==> config.mk <==
export PLATFORM = sky130hd
export DESIGN_NAME = seq_restoring_divider
export DESIGN_NICKNAME = d
export VERILOG_FILES = /design/src/rtl/seq_restoring_divider.sv
export SDC_FILE = /design/constraint.sdc
export NUM_CORES = 1
export LEC_CHECK = 0
export ABC_AREA = 1
export BUFFER_PORTS_ARGS = -buffer_cell sky130_fd_sc_hd__buf_2
export CAP_MARGIN = 20
export CORE_UTILIZATION = 40
export CTS_CLUSTER_SIZE = 40
export DETAILED_ROUTE_END_ITERATION = 16
export SYNTH_ARGS = -nofsm -noshare
export SYNTH_HDL_FRONTEND = slang
export SYNTH_SLANG_ARGS = --single-unit
==> constraint.sdc <==
create_clock -name clk -period 3.85 [get_ports clk]
set_input_delay 0.77 -clock clk [delete_from_list [all_inputs] [get_ports clk]]
set_output_delay 0.77 -clock clk [all_outputs]
set_load 0.005 [all_outputs]
==> src/rtl/seq_restoring_divider.sv <==
// Iterative radix-2 restoring unsigned divider, one quotient bit per clock, valid/ready on both sides.
// Optional build macro DIV_SELFCHECK_EN adds a q*d+r == dividend consistency check on chk_err.
module seq_restoring_divider #(
   parameter int DIVIDEND_W = 16,
   parameter int DIVISOR_W  = 8
) (
   input  logic                  clk,
   input  logic                  rst,
   input  logic                  in_valid,
   output logic                  in_ready,
   input  logic [DIVIDEND_W-1:0] dividend,
   input  logic [DIVISOR_W-1:0]  divisor,
   output logic                  out_valid,
   input  logic                  out_ready,
   output logic [DIVIDEND_W-1:0] quotient,
   output logic [DIVISOR_W-1:0]  remainder,
   output logic                  div_zero,
   output logic                  chk_err
);
   localparam int RW = DIVISOR_W + 1;
   localparam int CW = $clog2(DIVIDEND_W);

   typedef enum logic [1:0] {IDLE, CALC, DONE} state_t;

   state_t                  state;
   logic [CW-1:0]           cnt;
   logic [RW-1:0]           r;
   logic [DIVIDEND_W-1:0]   q_sh;     // dividend bits shift out the top, quotient bits shift in the bottom
   logic [DIVISOR_W-1:0]    dvsr;

   logic [RW:0]             p;
   logic                    q_bit;
   logic [RW-1:0]           r_nxt;
   logic [DIVIDEND_W-1:0]   q_fin;
   logic                    last_iter;

   always_comb begin
      p     = {r, q_sh[DIVIDEND_W-1]};
      q_bit = (p >= {2'b00, dvsr});
      r_nxt = q_bit ? RW'(p - {2'b00, dvsr}) : RW'(p);
      q_fin = {q_sh[DIVIDEND_W-2:0], q_bit};
   end

   assign last_iter = (cnt == CW'(DIVIDEND_W-1));
   assign in_ready  = (state == IDLE);

   always_ff @(posedge clk or posedge rst) begin
      if (rst) begin
         state     <= IDLE;
         cnt       <= '0;
         r         <= '0;
         q_sh      <= '0;
         dvsr      <= '0;
         out_valid <= 1'b0;
         quotient  <= '0;
         remainder <= '0;
         div_zero  <= 1'b0;
      end else begin
         case (state)
            IDLE: if (in_valid) begin
               dvsr <= divisor;
               q_sh <= dividend;
               r    <= '0;
               cnt  <= '0;
               // Zero divisor skips iteration; result is parked and published one edge later
               if (divisor == '0) begin
                  quotient  <= '1;
                  remainder <= dividend[DIVISOR_W-1:0];
                  div_zero  <= 1'b1;
                  state     <= DONE;
               end else begin
                  state <= CALC;
               end
            end
            CALC: begin
               q_sh <= q_fin;
               r    <= r_nxt;
               cnt  <= cnt + 1'b1;
               if (last_iter) begin
                  quotient  <= q_fin;
                  remainder <= r_nxt[DIVISOR_W-1:0];
                  div_zero  <= 1'b0;
                  out_valid <= 1'b1;
                  state     <= DONE;
               end
            end
            DONE: begin
               if (!out_valid) begin
                  out_valid <= 1'b1;
               end else if (out_ready) begin
                  out_valid <= 1'b0;
                  state     <= IDLE;
               end
            end
            default: state <= IDLE;
         endcase
      end
   end

`ifdef DIV_SELFCHECK_EN
   localparam int PW = DIVIDEND_W + DIVISOR_W;

   logic [DIVIDEND_W-1:0] dvnd;
   logic                  chk_nxt;

   always_comb
      chk_nxt = ((PW'(q_fin) * PW'(dvsr) + PW'(r_nxt[DIVISOR_W-1:0])) != PW'(dvnd)) ||
                (r_nxt[DIVISOR_W-1:0] >= dvsr);

   always_ff @(posedge clk or posedge rst) begin
      if (rst) begin
         dvnd    <= '0;
         chk_err <= 1'b0;
      end else if (state == IDLE && in_valid) begin
         dvnd    <= dividend;
         chk_err <= 1'b0;
      end else if (state == CALC && last_iter) begin
         chk_err <= chk_nxt;
      end
   end
`else
   assign chk_err = 1'b0;
`endif

endmodule

# After elaboration in Yosys (flattened, before gate mapping)
# Index checks and enable logic that the tools add are counted.
[totals]
register_bits = 65
in_bits = 28
output_inout_bits = 28
wordCells = 58
[op_classes]
addsub = 2
magnitude_cmp = 1
eq_ne = 8
mux = 29
n_reduce_logical = 9
[ops]
columns = ["op", "count"]
rows = [
  ["$mux 16", 4],
  ["$pmux 16 s2", 2],
  ["$mux 8", 3],
  ["$mux 9", 2],
  ["$pmux 9 s2", 1],
  ["$pmux 8 s2", 1],
  ["$ge 10x8->1", 1],
  ["$mux 2", 5],
  ["$sub 9x8->9", 1],
  ["$logic_not 8->1", 1],
  ["$ne 2x2->1 const B", 4],
  ["$pmux 4 s2", 1],
  ["$reduce_and 4->1", 2],
  ["$mux 1", 6],
  ["$pmux 2 s3", 1],
  ["$reduce_and 2->1", 3],
  ["$add 4x1->4 const B", 1],
  ["$eq 4x4->1 const B", 1],
  ["$mux 4", 1],
  ["$pmux 1 s2", 2],
  ["$reduce_bool 2->1", 2],
  ["$eq 2x1->1 const B", 1],
  ["$eq 2x2->1 const B", 1],
  ["$logic_not 2->1", 1],
  ["$ne 2x1->1 const B", 1],
]

# Depth between registers and ports, before layout
# Gate-level depths: netlist (run 1).
[depth]
ltp_word = 4
depth_mapped = 14
mapped_depth_nobuf = 14

# Worst setup path after synthesis (run 1)
# OpenSTA, ideal clock, no wires.
[synth_path]
kind = "reg-to-reg"
startpoint = "reg q_sh[15]"
endpoint = "reg remainder[7]"
arrival_time_ps = 1824
t_required_ps = 3737
path_slack_ps = 1913
stages_incl_launch_ff = 15
path_buffers = 0
path_cell_list = "dfrtp_1 -> inv_1 -> ha_1 -> inv_1 -> fa_1 -> nand3_1 -> inv_1 -> nor2_1 -> nor2_2 -> nor2_4 -> nor2_8 -> nand2_1 -> nand3_1 -> nand2_1 -> inv_1"
[synth_via]
elab_chain_len = 4
[synth_lines]
columns = ["element", "line", "rtl"]
rows = [
  ["start, declared", "28", "logic [DIVIDEND_W-1:0] q_sh;"],
  ["start signal, assigned", "62", "q_sh <= dividend;"],
  ["start signal, assigned", "76", "q_sh <= q_fin;"],
  ["$sub 9x8->9 / $ge 10x8->1 (equally long branches)", "40, 39", ""],
  ["$mux 9 (*)", "40", "r_nxt = q_bit ? RW'(p - {2'b00, dvsr}) : RW'(p);"],
  ["$mux 8 (*)", "79", "if (last_iter) begin"],
  ["$pmux 8 s2 (*)", "59", "case (state)"],
  ["end signal, assigned", "68", "remainder <= dividend[DIVISOR_W-1:0];"],
  ["end signal, assigned", "81", "remainder <= r_nxt[DIVISOR_W-1:0];"],
  ["end, declared", "16", "output logic [DIVISOR_W-1:0] remainder,"],
]
# Every way passes the cells marked *; elsewhere a longest branch is shown, timed or not. The select of a mux whose other input is x is not followed.
# A chain may end at the register's enable or synchronous reset.

# Worst setup path in the final report (run 1)
[layout_path]
startpoint = "reg q_sh[15]"
endpoint = "reg q_sh[0]"
[layout_via]
elab_chain_len = 2
[layout_lines]
columns = ["element", "line", "rtl"]
rows = [
  ["$ge 10x8->1", "39", "q_bit = (p >= {2'b00, dvsr});"],
  ["$pmux 16 s2", "59", ""],
]
# Every way passes these cells.

==> results of run 1 <==
placed cells by master, fill, tap and decap left out, drive strengths merged:
cell	count
nand2	107
xor2	4
a31oi	8
a211oi	1
o211ai	1
clkbuf	11
inv	67
nand3b	1
buf	55
a21oi	3
dfrtp	65
o31ai	7
o21ai	37
nand3	36
bufinv	2
o21a	1
conb	1
fa	1
nor2	46
a32o	1
nor3	1
nand4	5
or2	8
clkinv	3
ha	9
per-stage QoR:
| stage | instances | hold WS, ns |
|---|---|---|
| after floorplan | 424 | 0.450 |
| after global placement | 570 | 0.465 |
| after detailed placement | 570 | 0.470 |
| after CTS | 586 | 0.489 |
| after global routing | 586 | 0.502 |
| final | 586 | 0.484 |
cell usage after synthesis (all sizes together):
cell type,number,area [sq um]
ha,9,113
nand2,107,419
a31oi,8,50.1
a21oi,3,15.0
nor3,1,5.00
a32o,1,10.0
inv,67,254
o211ai,1,7.51
o31ai,7,52.6
nand3,36,180
clkbuf,4,15.0
dfrtp,65,1630
o21a,1,7.51
o21ai,37,185
xor2,4,35.0
nand4,5,46.3
conb,1,3.75
nor2,46,234
nand3b,1,7.51
or2,8,50.1
buf,10,71.3
fa,1,20.0
a211oi,1,7.51
worst max-delay path by stage:
stage / endpoint / startpoint / slack [ns]
6_report: q_sh[0]$_DFFE_PP0P_ / q_sh[15]$_DFFE_PP0P_ / 1.68
4_1_cts: q_sh[0]$_DFFE_PP0P_ / q_sh[15]$_DFFE_PP0P_ / 1.67
3_5_place_dp: quotient[4]$_DFFE_PP0P_ / divisor[0] / 1.55
3_3_place_gp: quotient[0]$_DFFE_PP0P_ / divisor[7] / 1.56
2_1_floorplan: cnt[0]$_DFFE_PP0P_ / rst / 1.45
5_1_grt: remainder[7]$_DFFE_PP0P_ / q_sh[15]$_DFFE_PP0P_ / 1.47
sequential cells by signal, indices dropped and copies added (netlist names):
name,cells
cnt,4
div_zero,1
dvsr,8
out_valid,1
q_sh,16
quotient,16
r,9
remainder,8
state,2
area by class of cell:
type                       count  area (sq um)  share of cell area
inverter                      67           254              0.0642
tap                          105           131              0.0332
clock buffer                  11           141              0.0357
multi-input combinational    278          1450               0.366
sequential                    65          1630               0.411
clock inverter                 5          78.8              0.0199
timing repair buffer          55           278              0.0702
critical path, delay by kind of cell, from the launching register on:
| kind | cells | cell delay [ns] |
|---|---|---|
| AOI/OAI and AO/OA | 2 | 0.27 |
| adders and majority gates | 2 | 0.56 |
| buffers and inverters | 3 | 0.19 |
| DFF | 1 | 0.37 |
| and+or+nand+nor | 5 | 0.64 |
where the power goes:
part	internal, W	leakage [nW]	switching, W	total [W]
clock	0.000382	0.113	0.000262	0.000644
sequential	0.00102	0.765	0.000206	0.00123
combinational	0.000741	1.21	0.00128	0.00203
total	0.00215	2.09	0.00175	0.00390
cells by family after synthesis:
group | synth area share
simple gates | 0.276
buf+inv | 0.0996
flops | 0.476
compound gates | 0.0982
fa+ha+maj | 0.0388
xor+xnor | 0.0103
other cells | 0.00110
routing by layer:
layer / global-route usage / share of wire
met4: 0.0808 / 0.016
met1: 0.252 / 0.51
met5: 0 / 0
met2: 0.292 / 0.44
met3: 0.0475 / 0.040
==> results.py, run 1 <==
metrics = {
    "clocking": {
        "clk_pin_slew_worst_paths_ns": 0.07,
        "cts_setup_buffers": 0,
        "clkLatencyLatePin_ns": 0.33,
        "cts_buffers": 9,
        "clock_sinks": 65,
        "hold_buffers": 0,
        "h-tree-depth": 3,
        "cts_tree": "built",
        "cts_resized": 0,
        "cts_buffer_depth": 2,
        "cts_root_buffer": "clkbuf_8",
    },
    "synth": {
        "syn-mean-instance-area_sq_um": 8.06,
        "ys_seq_area_frac": 0.476,
        "yosys.cell_types.count": 35,
        "syn-num-nets": 462,
        "synth_cells": 424,
        "synth_area_sq_um": 3420,
        "ys_ff_latch": 65,
        "yosys_warnings": 0,
    },
    "setup_path": {
        "required_ns": 4.06,
        "crit_path_cell_trace": "inv_1, ha_1, inv_1, fa_1, nand3_1, inv_1, nor2_1, nor2_2, nor2_4, nor2_8, o21ai_1, o21ai_0",
        "crit_arrival_ns": 2.38,
        "reg2reg_from": "q_sh[15]$_DFFE_PP0P_",
        "crit_fanout": 10,
        "end_kind": "register",
        "reg2reg_to": "q_sh[0]$_DFFE_PP0P_",
        "r2r_cells": 12,
        "reg2reg_setup_slack_ns": 1.68,
        "slowest_delay_ns": 0.42,
        "cpMaxStageDelayCell": "fa_1",
        "crit_path_start_kind": "register",
        "critPathKind": "reg2reg",
        "cp_common_cell": "inv_1",
    },
    "min_path": {
        "hp-class": "reg2reg",
        "hold_end": "quotient[13]$_DFFE_PP0P_",
        "hold_start": "quotient[13]$_DFFE_PP0P_",
        "hold-path-cell-count": 2,
    },
    "job": {
        "drv_cap": 0,
    },
    "finish": {
        "fin_area_sq_um": 3960,
        "synthToLayoutAreaGrowth_pct": 15.9,
        "fill_cells": 814,
        "drive_gt1_frac": 0.189,
        "final_util": 0.479,
        "num-nets-final": 514,
        "antennaDiodeCount": 0,
    },
    "drt": {
        "finalWirelength_mm": 7.55,
        "vias_per_cell": 4.81,
        "routedWlPerCell_um": 12.9,
        "drc": 0,
        "vias": 2821,
        "ant_nets": 0,
        "drtPass1Iterations": 7,
        "drtIter0Drc": 122,
    },
    "global_routing": {
        "grt_remaining_overflow": 0,
        "grt_use_total": 0.189,
        "antenna_found_initial": 0,
        "grt_max_degree": 34,
        "grt_pass1_vias": 2805,
        "grt_first_pass_wirelength_mm": 12.8,
    },
    "place": {
        "numPortBuffers": 54,
        "placed_cell_area_sq_um": 3740,
        "dp_hpwl_mm": 5.46,
        "pre_cts_ws_ns": 1.55,
        "gp_congestion": 0.849,
    },
    "floorplan": {
        "die_area_sq_um": 8910,
        "start_util": 0.414,
        "ios": 56,
        "core_area_sq_um": 8260,
        "die_width_um": 94.4,
        "rows": 33,
        "die_h_um": 94.4,
    },
    "power_and_ir_drop": {
        "power_w": 0.00390,
        "power_density_nw_per_um2": 985,
        "ir_worst_vdd_uv": 513,
        "p_leak_nw": 2.09,
    },
    "timing": {
        "drv_slew": 0,
        "period_share": 0.565,
        "setup_viol": 0,
        "finalHoldViolations": 0,
        "rsz0062_at_grt": "false",
        "skew_ns": 0.00693,
        "tns_ns": 0,
        "setup_slack_ns": 1.68,
        "max-slew-margin-rel": 0.542,
        "worst_pin_slew_ns": 0.686,
        "clock.fmax_mhz": 460,
        "period_minus_slack_ns": 2.17,
    },
    "outcome": {
        "status": "completed",
    },
}
(Power assumes the default switching activity.)
==> run 2, diff against run 1 <==
Settings changed: ABC_AREA 1 to 0.
Clock period 3.85 ns to 2.2 ns, I/O delays scaled along.
==> run 2 against run 1 <==
The flow now finishes with violations (negative setup slack); non-clock buffer count increased by 47; sequential power is 69% higher; worst hold slack lost 0.38 ns; critical path type unchanged; critical endpoint is now remainder[3]$_DFFE_PP0P_.
==> results.py, run 2 <==
metrics = {
    "drt": {
        "vias": 3120,
        "routed.top_layer": "met4",
        "wl_met1_mm": 4.29,
        "wl_met3_um": 383,
        "ant_nets": 0,
        "drtPass1Iterations": 5,
        "drtIter0Drc": 173,
        "drc": 0,
        "finalWirelength_mm": 8.98,
        "vias_per_cell": 5.32,
        "routedWlPerCell_um": 15.3,
        "dr_wl_met2_mm": 4.19,
    },
    "clocking": {
        "cts_buffers": 9,
        "h-tree-depth": 3,
        "clk_pin_slew_worst_paths_ns": 0.08,
        "clkLatencyLatePin_ns": 0.35,
        "cts_tree": "built",
        "clock_sinks": 65,
        "cts_root_buffer": "clkbuf_8",
        "cts_buffer_depth": 2,
    },
    "timing": {
        "finalHoldViolations": 0,
        "period_minus_slack_ns": 2.44,
        "skew_ns": 0.0114,
        "setup_slack_ns": -0.241,
        "period_share": 1.11,
        "rsz0062_at_grt": "true",
        "setup_viol": 19,
        "max-slew-margin-rel": 0.530,
        "drv_slew": 0,
        "hold_ws_ns": 0.106,
        "clock.fmax_mhz": 410,
        "worst_pin_slew_ns": 0.703,
        "tns_ns": -3.15,
    },
    "setup_path": {
        "crit_fanout": 5,
        "reg2reg_setup_slack_ns": -0.24,
        "reg2reg_from": "q_sh[15]$_DFFE_PP0P_",
        "required_ns": 2.42,
        "critPathKind": "reg2reg",
        "crit_path_start_kind": "register",
        "r2r_cells": 11,
        "crit_arrival_ns": 2.66,
        "reg2reg_to": "remainder[3]$_DFFE_PP0P_",
        "end_kind": "register",
    },
    "outcome": {
        "failed_checks": "negative setup slack",
        "status": "finished, violations left",
    },
    "synth": {
        "synth_compound_area_frac": 0.189,
        "synth_commonest_cells": "79 x nand2_1, 65 x dfrtp_1, 45 x nor2_1",
        "synthSimpleGateAreaFrac": 0.214,
        "synth_top_area_cell": "dfrtp_1",
        "synthXorXnorAreaFrac": 0.0183,
        "synth_top_family_by_area": "simple AND/OR/NAND/NOR gates",
        "synth_edf_count": 0,
        "yosys.cell_types.count": 51,
        "synth_area_sq_um": 3360,
        "syn-num-nets": 421,
        "netlist.area_leader.share": 0.484,
        "syn-mean-instance-area_sq_um": 8.77,
        "ys_ff_latch": 65,
        "ys_seq_area_frac": 0.484,
        "muxShareOfSynthArea": 0.0123,
        "async_reset_ff_frac": 1.00,
        "synth_cells": 383,
        "yosys_warnings": 0,
        "yosysMostFrequentCell": "nand2_1",
        "synth_area_leaders": "dfrtp_1 48%, nand2_1 8.8%, nor2_1 5.0%",
        "synth_ff_type": "dfrtp_1",
        "synth_fa_ha_area_frac": 0.0395,
    },
    "floorplan": {
        "die_width_um": 93.6,
        "ios": 56,
        "start_util": 0.411,
        "rows": 33,
        "die_h_um": 93.6,
        "core_area_sq_um": 8180,
        "die_area_sq_um": 8770,
    },
    "power_and_ir_drop": {
        "power_w": 0.00743,
        "ir_worst_vdd_uv": 599,
        "power_density_nw_per_um2": 1720,
        "p_leak_nw": 1.99,
    },
    "finish": {
        "reg_top3": "q_sh (16), quotient (16), r (9)",
        "antennaDiodeCount": 0,
        "layout_commonest_cell": "nand2_1",
        "stdcell_count": 586,
        "num-nets-final": 514,
        "layout_common_cells": "78 x nand2_1, 65 x dfrtp_1, 54 x buf_2",
        "synthToLayoutAreaGrowth_pct": 28.9,
        "fill_cells": 786,
        "drive_gt1_frac": 0.291,
    },
    "global_routing": {
        "grt_remaining_overflow": 0,
        "grt_first_pass_wirelength_mm": 14.7,
        "antenna_found_initial": 0,
        "grt_use_total": 0.221,
        "grt_pass1_vias": 2927,
        "grt_max_degree": 47,
    },
    "place": {
        "numPortBuffers": 54,
        "gp_congestion": 0.831,
        "placed_cells": 562,
        "dp_hpwl_mm": 6.59,
    },
    "job": {
        "drv_cap": 0,
    },
    "min_path": {
        "hp-class": "in2async",
    },
}
-- run 2: worst max path at each step --
stage                          from                        to
2_1_floorplan  q_sh[15]$_DFFE_PP0P_  remainder[1]$_DFFE_PP0P_
3_3_place_gp   q_sh[15]$_DFFE_PP0P_  remainder[2]$_DFFE_PP0P_
3_5_place_dp   q_sh[15]$_DFFE_PP0P_  remainder[2]$_DFFE_PP0P_
4_1_cts        q_sh[15]$_DFFE_PP0P_  remainder[1]$_DFFE_PP0P_
5_1_grt        q_sh[15]$_DFFE_PP0P_  remainder[1]$_DFFE_PP0P_
6_report       q_sh[15]$_DFFE_PP0P_  remainder[3]$_DFFE_PP0P_
-- run 2: worst max-delay path, stage by stage (launching register included) --
cell and delay [ns]:
dfrtp_1 0.40, inv_2 0.08, ha_4 0.13, inv_2 0.03, fa_2 0.36, a211oi_4 0.24, o21ai_2 0.12, buf_4 0.14
a2111o_1 0.48, buf_4 0.18, nand3_2 0.07, a31oi_1 0.07
-- run 2: power breakdown --
group	switching, W	internal, W	total (W)	leakage (nW)
registers	0.000348	0.00173	0.00208	0.711
logic	0.00232	0.00197	0.00429	1.18
clock network	0.000508	0.000556	0.00106	0.0985
-- run 2: what timing repair did --
| action | 4_1_cts | 5_1_grt |
|---|---|---|
| hold buffers | 0 | 0 |
| setup endpoints to repair | 19 | 19 |
| gates cloned | 0 | 0 |
| resized for setup | 9 | 7 |
| pin swaps | 8 | 1 |
| setup buffers | 7 | 1 |
-- run 2: stage by stage --
| stage | instance area [sq um] | setup WS, ns | util |
|---|---|---|---|
| 6_report | 4330 | -0.241 | 0.529 |
| 5_1_grt | 4330 | -0.358 | 0.529 |
| 4_1_cts | 4290 | -0.211 | 0.525 |
| 3_5_place_dp | 4000 | -0.264 | 0.489 |
| 3_3_place_gp | 4000 | -0.207 | 0.489 |
| 2_1_floorplan | 3370 | -0.199 | - |
-- run 2: cells by family (layout without fill, tap and decap cells) --
logic type	count (synthesis)	count (layout)
simple gates	165	165
xor+xnor	7	7
other cells	1	1
compound gates	98	98
mux	4	4
fa+ha+maj	10	10
flops	65	65
buf+inv	33	131
-- run 2: area by class of cell --
class	instances	area, sq um	share of cell area
clock buffer	10	138	0.0318
clock inverter	6	67.6	0.0156
inverter	13	48.8	0.0113
multi-input combinational	285	1660	0.384
sequential	65	1630	0.376
tap	105	131	0.0304
timing repair buffer	102	654	0.151
-- run 2: per-layer routing --
metal,vias to the layer above,track usage
met5,-,0
met4,0,0.0782
met3,10,0.0407
met2,86,0.324
met1,1505,0.323
li1,1519,-
